### config.mk
export PLATFORM = sky130hd
export DESIGN_NAME = edge_event_detector
export DESIGN_NICKNAME = d
export VERILOG_FILES = /design/src/rtl/edge_event_pkg.sv /design/src/rtl/edge_event_channel.sv /design/src/rtl/edge_event_detector.sv
export SDC_FILE = /design/constraint.sdc
export NUM_CORES = 1
export LEC_CHECK = 0
export ABC_AREA = 0
export BUFFER_PORTS_ARGS = -buffer_cell sky130_fd_sc_hd__buf_2
export CAP_MARGIN = 40
export CORE_MARGIN = 8
export CORE_UTILIZATION = 55
export CTS_CLUSTER_DIAMETER = 40
export CTS_CLUSTER_SIZE = 12
export DETAILED_ROUTE_END_ITERATION = 8
export GPL_TIMING_DRIVEN = 0
export PLACE_DENSITY = 0.86
export SLEW_MARGIN = 20
export SYNTH_ARGS = -nofsm -noshare
export SYNTH_HDL_FRONTEND = slang
export SYNTH_SLANG_ARGS = --single-unit
### constraint.sdc
create_clock -name i_clk -period 1.89 [get_ports i_clk]
set_clock_uncertainty 0.1 [all_clocks]
set_input_delay 0.0945 -clock i_clk [delete_from_list [all_inputs] [get_ports i_clk]]
set_output_delay 0.0945 -clock i_clk [all_outputs]
set_load 0.01 [all_outputs]
### src/rtl/edge_event_pkg.sv
// Shared definitions for the edge_event_detector block.
//   cnt_width()        : width of the debounce counter for a given filter length
//   INIT_LEVEL_DEFAULT : default reset level of synchroniser and filtered level
package edge_event_pkg;

  localparam logic INIT_LEVEL_DEFAULT = 1'b0;

  // Counter must hold 0..FILTER_CYCLES; never narrower than one bit.
  function automatic int cnt_width(input int filter_cycles);
    int w;
    w = $clog2(filter_cycles + 1);
    return (w < 1) ? 1 : w;
  endfunction

endpackage

### src/rtl/edge_event_channel.sv
// One channel of the edge_event_detector:
// synchroniser -> debounce filter -> edge qualify -> sticky pending flag.
// Ports:
//   i_clk, i_rst           : clock, synchronous active-high reset
//   i_input                : raw (possibly asynchronous) input
//   i_rise_en / i_fall_en  : report rising / falling edges
//   i_clear                : level-sensitive pending clear
//   o_level                : filtered level
//   o_pulse                : one-cycle pulse per accepted, enabled edge
//   o_pending              : sticky event flag
module edge_event_channel
  import edge_event_pkg::*;
#(
  parameter int   SYNC_STAGES   = 2,
  parameter int   FILTER_CYCLES = 4,
  parameter logic INIT_LEVEL    = INIT_LEVEL_DEFAULT
) (
  input  logic i_clk,
  input  logic i_rst,
  input  logic i_input,
  input  logic i_rise_en,
  input  logic i_fall_en,
  input  logic i_clear,
  output logic o_level,
  output logic o_pulse,
  output logic o_pending
);

  localparam int             CW       = cnt_width(FILTER_CYCLES);
  localparam logic [CW-1:0]  CNT_LAST = CW'(FILTER_CYCLES - 1);

  logic sample;

  // Synchroniser; zero stages means the input is already synchronous.
  generate
    if (SYNC_STAGES == 0) begin : g_nosync
      assign sample = i_input;
    end else begin : g_sync
      logic [SYNC_STAGES-1:0] sync_q, sync_d;

      // Shift in at bit 0; the cast drops the oldest bit.
      always_comb begin
        sync_d = SYNC_STAGES'({sync_q, i_input});
      end

      always_ff @(posedge i_clk) begin
        if (i_rst) sync_q <= {SYNC_STAGES{INIT_LEVEL}};
        else       sync_q <= sync_d;
      end

      assign sample = sync_q[SYNC_STAGES-1];
    end
  endgenerate

  logic          level_q, level_d;
  logic          pulse_q, pulse_d;
  logic          pending_q, pending_d;
  logic [CW-1:0] cnt_q, cnt_d;
  logic          accept;

  always_comb begin
    level_d = level_q;
    cnt_d   = cnt_q;
    accept  = 1'b0;
    // A sample matching the current level cancels any partial count.
    if (sample == level_q) begin
      cnt_d = '0;
    end else if (cnt_q == CNT_LAST) begin
      level_d = sample;
      cnt_d   = '0;
      accept  = 1'b1;
    end else begin
      cnt_d = cnt_q + CW'(1);
    end
    // Enables only matter on the accepting cycle; level tracks regardless.
    pulse_d   = accept & (sample ? i_rise_en : i_fall_en);
    // Set wins over clear so a coinciding event is never lost.
    pending_d = (pending_q & ~i_clear) | pulse_q;
  end

  always_ff @(posedge i_clk) begin
    if (i_rst) begin
      level_q   <= INIT_LEVEL;
      cnt_q     <= '0;
      pulse_q   <= 1'b0;
      pending_q <= 1'b0;
    end else begin
      level_q   <= level_d;
      cnt_q     <= cnt_d;
      pulse_q   <= pulse_d;
      pending_q <= pending_d;
    end
  end

  assign o_level   = level_q;
  assign o_pulse   = pulse_q;
  assign o_pending = pending_q;

endmodule

### src/rtl/edge_event_detector.sv
// Multi-channel runtime-configurable edge detector with debounce.
// Ports:
//   i_clk, i_rst              : clock, synchronous active-high reset
//   iv_input                  : raw inputs, one per channel
//   iv_rise_en / iv_fall_en   : per-channel edge reporting enables
//   iv_clear                  : per-channel pending clear
//   ov_level                  : filtered levels
//   ov_pulse                  : one-cycle event pulses
//   ov_pending                : sticky event flags
//   o_any                     : OR of ov_pending
module edge_event_detector
  import edge_event_pkg::*;
#(
  parameter int   WIDTH         = 4,
  parameter int   SYNC_STAGES   = 2,
  parameter int   FILTER_CYCLES = 4,
  parameter logic INIT_LEVEL    = INIT_LEVEL_DEFAULT
) (
  input  logic             i_clk,
  input  logic             i_rst,
  input  logic [WIDTH-1:0] iv_input,
  input  logic [WIDTH-1:0] iv_rise_en,
  input  logic [WIDTH-1:0] iv_fall_en,
  input  logic [WIDTH-1:0] iv_clear,
  output logic [WIDTH-1:0] ov_level,
  output logic [WIDTH-1:0] ov_pulse,
  output logic [WIDTH-1:0] ov_pending,
  output logic             o_any
);

  generate
    for (genvar g = 0; g < WIDTH; g++) begin : g_ch
      edge_event_channel #(
        .SYNC_STAGES  (SYNC_STAGES),
        .FILTER_CYCLES(FILTER_CYCLES),
        .INIT_LEVEL   (INIT_LEVEL)
      ) u_ch (
        .i_clk    (i_clk),
        .i_rst    (i_rst),
        .i_input  (iv_input[g]),
        .i_rise_en(iv_rise_en[g]),
        .i_fall_en(iv_fall_en[g]),
        .i_clear  (iv_clear[g]),
        .o_level  (ov_level[g]),
        .o_pulse  (ov_pulse[g]),
        .o_pending(ov_pending[g])
      );
    end
  endgenerate

  assign o_any = |ov_pending;

endmodule

==> reports/qor_table.md <==
| Group | Parameter | Reported |
| --- | --- | --- |
| worst setup path | Worst Setup Path Type | reg -> reg |
| yosys | Cell type with the largest total area after synthesis | sky130_fd_sc_hd__dfxtp_1 |
| yosys | Number of enable flip-flop cells after synthesis | 0 |
| routing | Routed WL | 2350 microns |
| worst setup path | Reg2reg setup slack | 0.17 ns |
| placed design | Weighted congestion at the end of routability-driven global placement | 0.723 |
| worst setup path | Peak per-stage delay on the critical path | 0.58 ns |
| final layout | Fill cells | 161 |
| worst setup path | Startpoint kind of the worst setup timing path | register |
| routing | Average wire per standard cell | 11.6 microns |
| grt | Wire length of the first global-routing pass | 3910 microns |
| yosys | Dominant combinational cell family by area after synthesis | simple AND/OR/NAND/NOR gates |
| pwr | Leakage | 0.729 nW |
| routing | Met3 WL | 254 microns |
| grt | Largest net degree at the start of global routing | 11 |
| die | Number of rows in the core area | 17 |
| timing | Clock period minus final worst setup slack | 1.72 ns |
| clock network | TritonCTS sink count | 32 |
| grt | Grt total ovfl | 0 |
| grt | Global router's overall resource usage | 0.120 |
| die | Total die area | 4140 sq um |
| flow run | Max-cap violation count | 0 |
| final layout | Total area of multi-input combinational cells | 509 sq um |
| worst setup path | Library cell contributing the largest single delay on the critical path | sky130_fd_sc_hd__dlygate4sd3_1 |
| yosys | Compound-Gate Fraction of Synth Area | 0.0311 |
| routing | Metal1 wirelength | 887 microns |
| timing | Max_slew headroom | 0.785 |
| routing | DR vias | 958 |
| die | Core box area | 2210 sq um |
| yosys | Post-Synthesis Net Count | 146 |
| worst setup path | Crit path buf inv count | 1 |
| routing | Routed met2 length | 1150 microns |
| timing | Share of the clock period used by the worst path after layout | 0.912 |
| final layout | Signed area change from the synthesized netlist to the final layout | 31.4% |
| placed design | DP Wirelength | 1690 microns |
| timing | Fmax | 580 MHz |
| grt | Number of antenna violations at the first check in global routing | 0 |
| timing | Hold slack | 0.0886 ns |
| routing | Number of DRC markers after the initial detailed-route iteration | 24 |
| clock network | Later-pin clock latency in the skew report | 0.33 ns |
| final layout | Share of final-layout standard cells stronger than drive strength 1 | 0.316 |
| worst setup path | Arrival time worst endpoint | 1.89 ns |
| yosys | Simple-Gate Fraction of Synth Area | 0.228 |
| die | IO Count | 31 |
| worst setup path | CP max FO | 5 |
| clock network | Clock buffer count from CTS | 5 |
| yosys | Avg Cell Area, Syn | 10.7 sq um |
| placed design | Post-Place Cells | 178 |
| yosys | Cell count after synthesis | 120 |
| worst setup path | Type of destination of the critical path | register |
| timing | RSZ-0062 raised after global routing | false |
| clock network | CTS root buf | sky130_fd_sc_hd__clkbuf_4 |
| timing | Number of pins exceeding their max-slew limit in the final report | 0 |
| yosys | Ranking of synthesized cells by instance count | 32 x sky130_fd_sc_hd__dfxtp_1, 13 x sky130_fd_sc_hd__buf_4 |
| clock network | CTS tree | built |
| timing | Final setup violating endpoints | 0 |
| pwr | Power per Cell Area | 680 nW/um^2 |
| worst setup path | Data required time at the worst endpoint | 2.05 ns |
| pwr | VDD IR-drop max | 0.767 mV |
| routing | Top sig layer | met4 |
| placed design | Count of port buffers added during placement | 30 |
| timing | Transition time at the pin with the least slew margin | 0.320 ns |
| yosys | Leading register cell type out of synthesis | sky130_fd_sc_hd__dfxtp_1 |
| yosys | Number of synthesized register bits | 32 |
| clock network | # Post-CTS Setup Buffers | 0 |
| timing | Number of endpoints with negative hold slack in the final report | 0 |
| grt | Via count of the first global-routing pass | 936 |
| routing | DRC violations left | 0 |
| routing | Post-DRT Antenna Nets | 0 |
| yosys | Post-synth top area share | 0.498 |
| worst setup path | Sequence of cells on the critical path | ha_1, ha_1, nand2b_1, a21oi_1, dlygate4sd3_1 |
| worst setup path | Most frequent cell on the critical path | sky130_fd_sc_hd__ha_1 |
| routing | Vias/cell | 4.74 |
| die | Die Ht | 64.4 microns |
| final layout | Antenna cells | 0 |
| die | Initial standard-cell utilization of the core | 0.582 |
| final layout | Final std cells w/o fill | 202 |
| timing | Accumulated negative setup slack | 0 ns |
| min path | Hold/Removal Path Class | in -> reg |
| yosys | Register area share after synthesis | 0.498 |
| final layout | Nets | 199 |
| clock network | Count of H-tree levels built during CTS | 2 |
| yosys | Portion of netlist area occupied by mux cells | 0.0311 |
| yosys | Count leader, synth | sky130_fd_sc_hd__dfxtp_1 |
| final layout | Area of all sequential standard cells | 641 sq um |
| yosys | Top area cells in the synthesized netlist | sky130_fd_sc_hd__dfxtp_1 50%, sky130_fd_sc_hd__ha_1 7.8%, sky130_fd_sc_hd__buf_4 7.6%, sky130_fd_sc_hd__nand3b_1 4.7%, sky130_fd_sc_hd__nor4b_2 4.7% |
| clock network | Number of buffers on the longest clock path | 2 |
| yosys | Area share of fa/ha/maj cells after synthesis | 0.0777 |
| worst setup path | Gate family responsible for the most delay along the worst path | buffers and inverters |
| yosys | Fraction of synthesized cell area in xor and xnor cells | 0.0272 |
| yosys | Area of the mapped netlist | 1290 sq um |
| status | Result of the run | finished, final reports clean |
| yosys | Count of unique library cells instantiated by Yosys | 17 |
| routing | First drt pass iteration count | 4 |
| die | X dimension of the die | 64.4 microns |
| clock network | Clock transition at the registers of the reported paths | 0.09 ns |
| yosys | Synth Warn # | 0 |
| yosys | Post-synth ARST share | 0 |
[cell type report]
type                       count  area share
tap                           28      0.0207
buffer                        15      0.0636
timing repair buffer          46       0.183
multi-input combinational     65       0.301
clock buffer                   8      0.0348
sequential                    32       0.379
inverter                       8      0.0178
[stage by stage]
stage | cell area (sq um) | worst slack (ns) | util | total power [mW]
floorplan | 1290 | 0.737 | - | 0.731
global placement | 1470 | 0.693 | 0.666 | 0.753
detailed placement | 1470 | 0.632 | 0.666 | 0.756
CTS | 1690 | 0.206 | 0.765 | 1.16
global route | 1690 | 0.0832 | 0.765 | 1.21
finish | 1690 | 0.166 | 0.765 | 1.15
[what timing repair did]
action,CTS,global route
endpoints found under the hold margin,12,0
resized for setup,0,0
setup endpoints to repair,0,0
hold buffers,16,0
[state kept, by name, summed over array words and instances (netlist names)]
signal / count
g_ch.u_ch.cnt_q: 12
g_ch.u_ch.g_sync.sync_q: 8
g_ch.u_ch.o_level: 4
g_ch.u_ch.o_pending: 4
g_ch.u_ch.o_pulse: 4
[logic make-up after synthesis]
kind of cell / after synthesis
AOI/OAI and AO/OA: 8
and+or+nand+nor: 41
muxes: 4
buffers and inverters: 23
xor gates and xnor gates: 4
DFF: 32
adders and majority gates: 8
[layout by cell type (no fill, tap or decap)]
| cell type | count |
|---|---|
| sky130_fd_sc_hd__dfxtp_1 | 32 |
| sky130_fd_sc_hd__clkbuf_2 | 1 |
| sky130_fd_sc_hd__nand3b_1 | 8 |
| sky130_fd_sc_hd__or2b_1 | 1 |
| sky130_fd_sc_hd__nor2_1 | 4 |
| sky130_fd_sc_hd__xnor2_1 | 4 |
| sky130_fd_sc_hd__dlygate4sd3_1 | 16 |
| sky130_fd_sc_hd__clkbuf_1 | 2 |
| sky130_fd_sc_hd__or4_1 | 1 |
| sky130_fd_sc_hd__buf_2 | 31 |
| sky130_fd_sc_hd__a21oi_1 | 8 |
| sky130_fd_sc_hd__mux2i_1 | 4 |
| sky130_fd_sc_hd__buf_4 | 13 |
| sky130_fd_sc_hd__nor4_1 | 8 |
| sky130_fd_sc_hd__inv_1 | 8 |
| sky130_fd_sc_hd__ha_1 | 8 |
| sky130_fd_sc_hd__nor2b_1 | 8 |
| sky130_fd_sc_hd__clkbuf_4 | 5 |
| sky130_fd_sc_hd__nand2b_1 | 7 |
| sky130_fd_sc_hd__clkbuf_8 | 1 |
| sky130_fd_sc_hd__nor4b_2 | 4 |
[per-layer routing]
| metal | vias to the layer above | track usage |
|---|---|---|
| li1 | 499 | - |
| met3 | 7 | 0.0801 |
| met5 | - | 0 |
| met1 | 419 | 0.104 |
| met2 | 33 | 0.207 |
| met4 | 0 | 0.0572 |
[power by group]
part	switching, mW	internal, mW	total (mW)
logic	0.0250	0.0436	0.0687
clock network	0.207	0.183	0.390
registers	0.00623	0.684	0.690
total	0.238	0.911	1.15
[worst register-to-register path: cells and delay by family, from the launching register on]
| kind | cells | cell delay (ns) |
|---|---|---|
| buf+inv | 1 | 0.58 |
| fa+ha+maj | 2 | 0.40 |
| flops | 1 | 0.35 |
| compound gates | 1 | 0.15 |
| simple gates | 1 | 0.08 |
[path summary, 6_finish.rpt]
path / cells past startpoint / from / endpoint
worst max-delay path: 5 / g_ch[2].u_ch.cnt_q[0] / g_ch[2].u_ch.o_pulse
worst min-delay path: 3 / i_rst / g_ch[2].u_ch.cnt_q[2]
worst max register to register: 5 / g_ch[2].u_ch.cnt_q[0] / g_ch[2].u_ch.o_pulse
worst min register to register: 1 / g_ch[1].u_ch.cnt_q[0] / g_ch[1].u_ch.cnt_q[0]
Power figures use the tool's default switching activity.
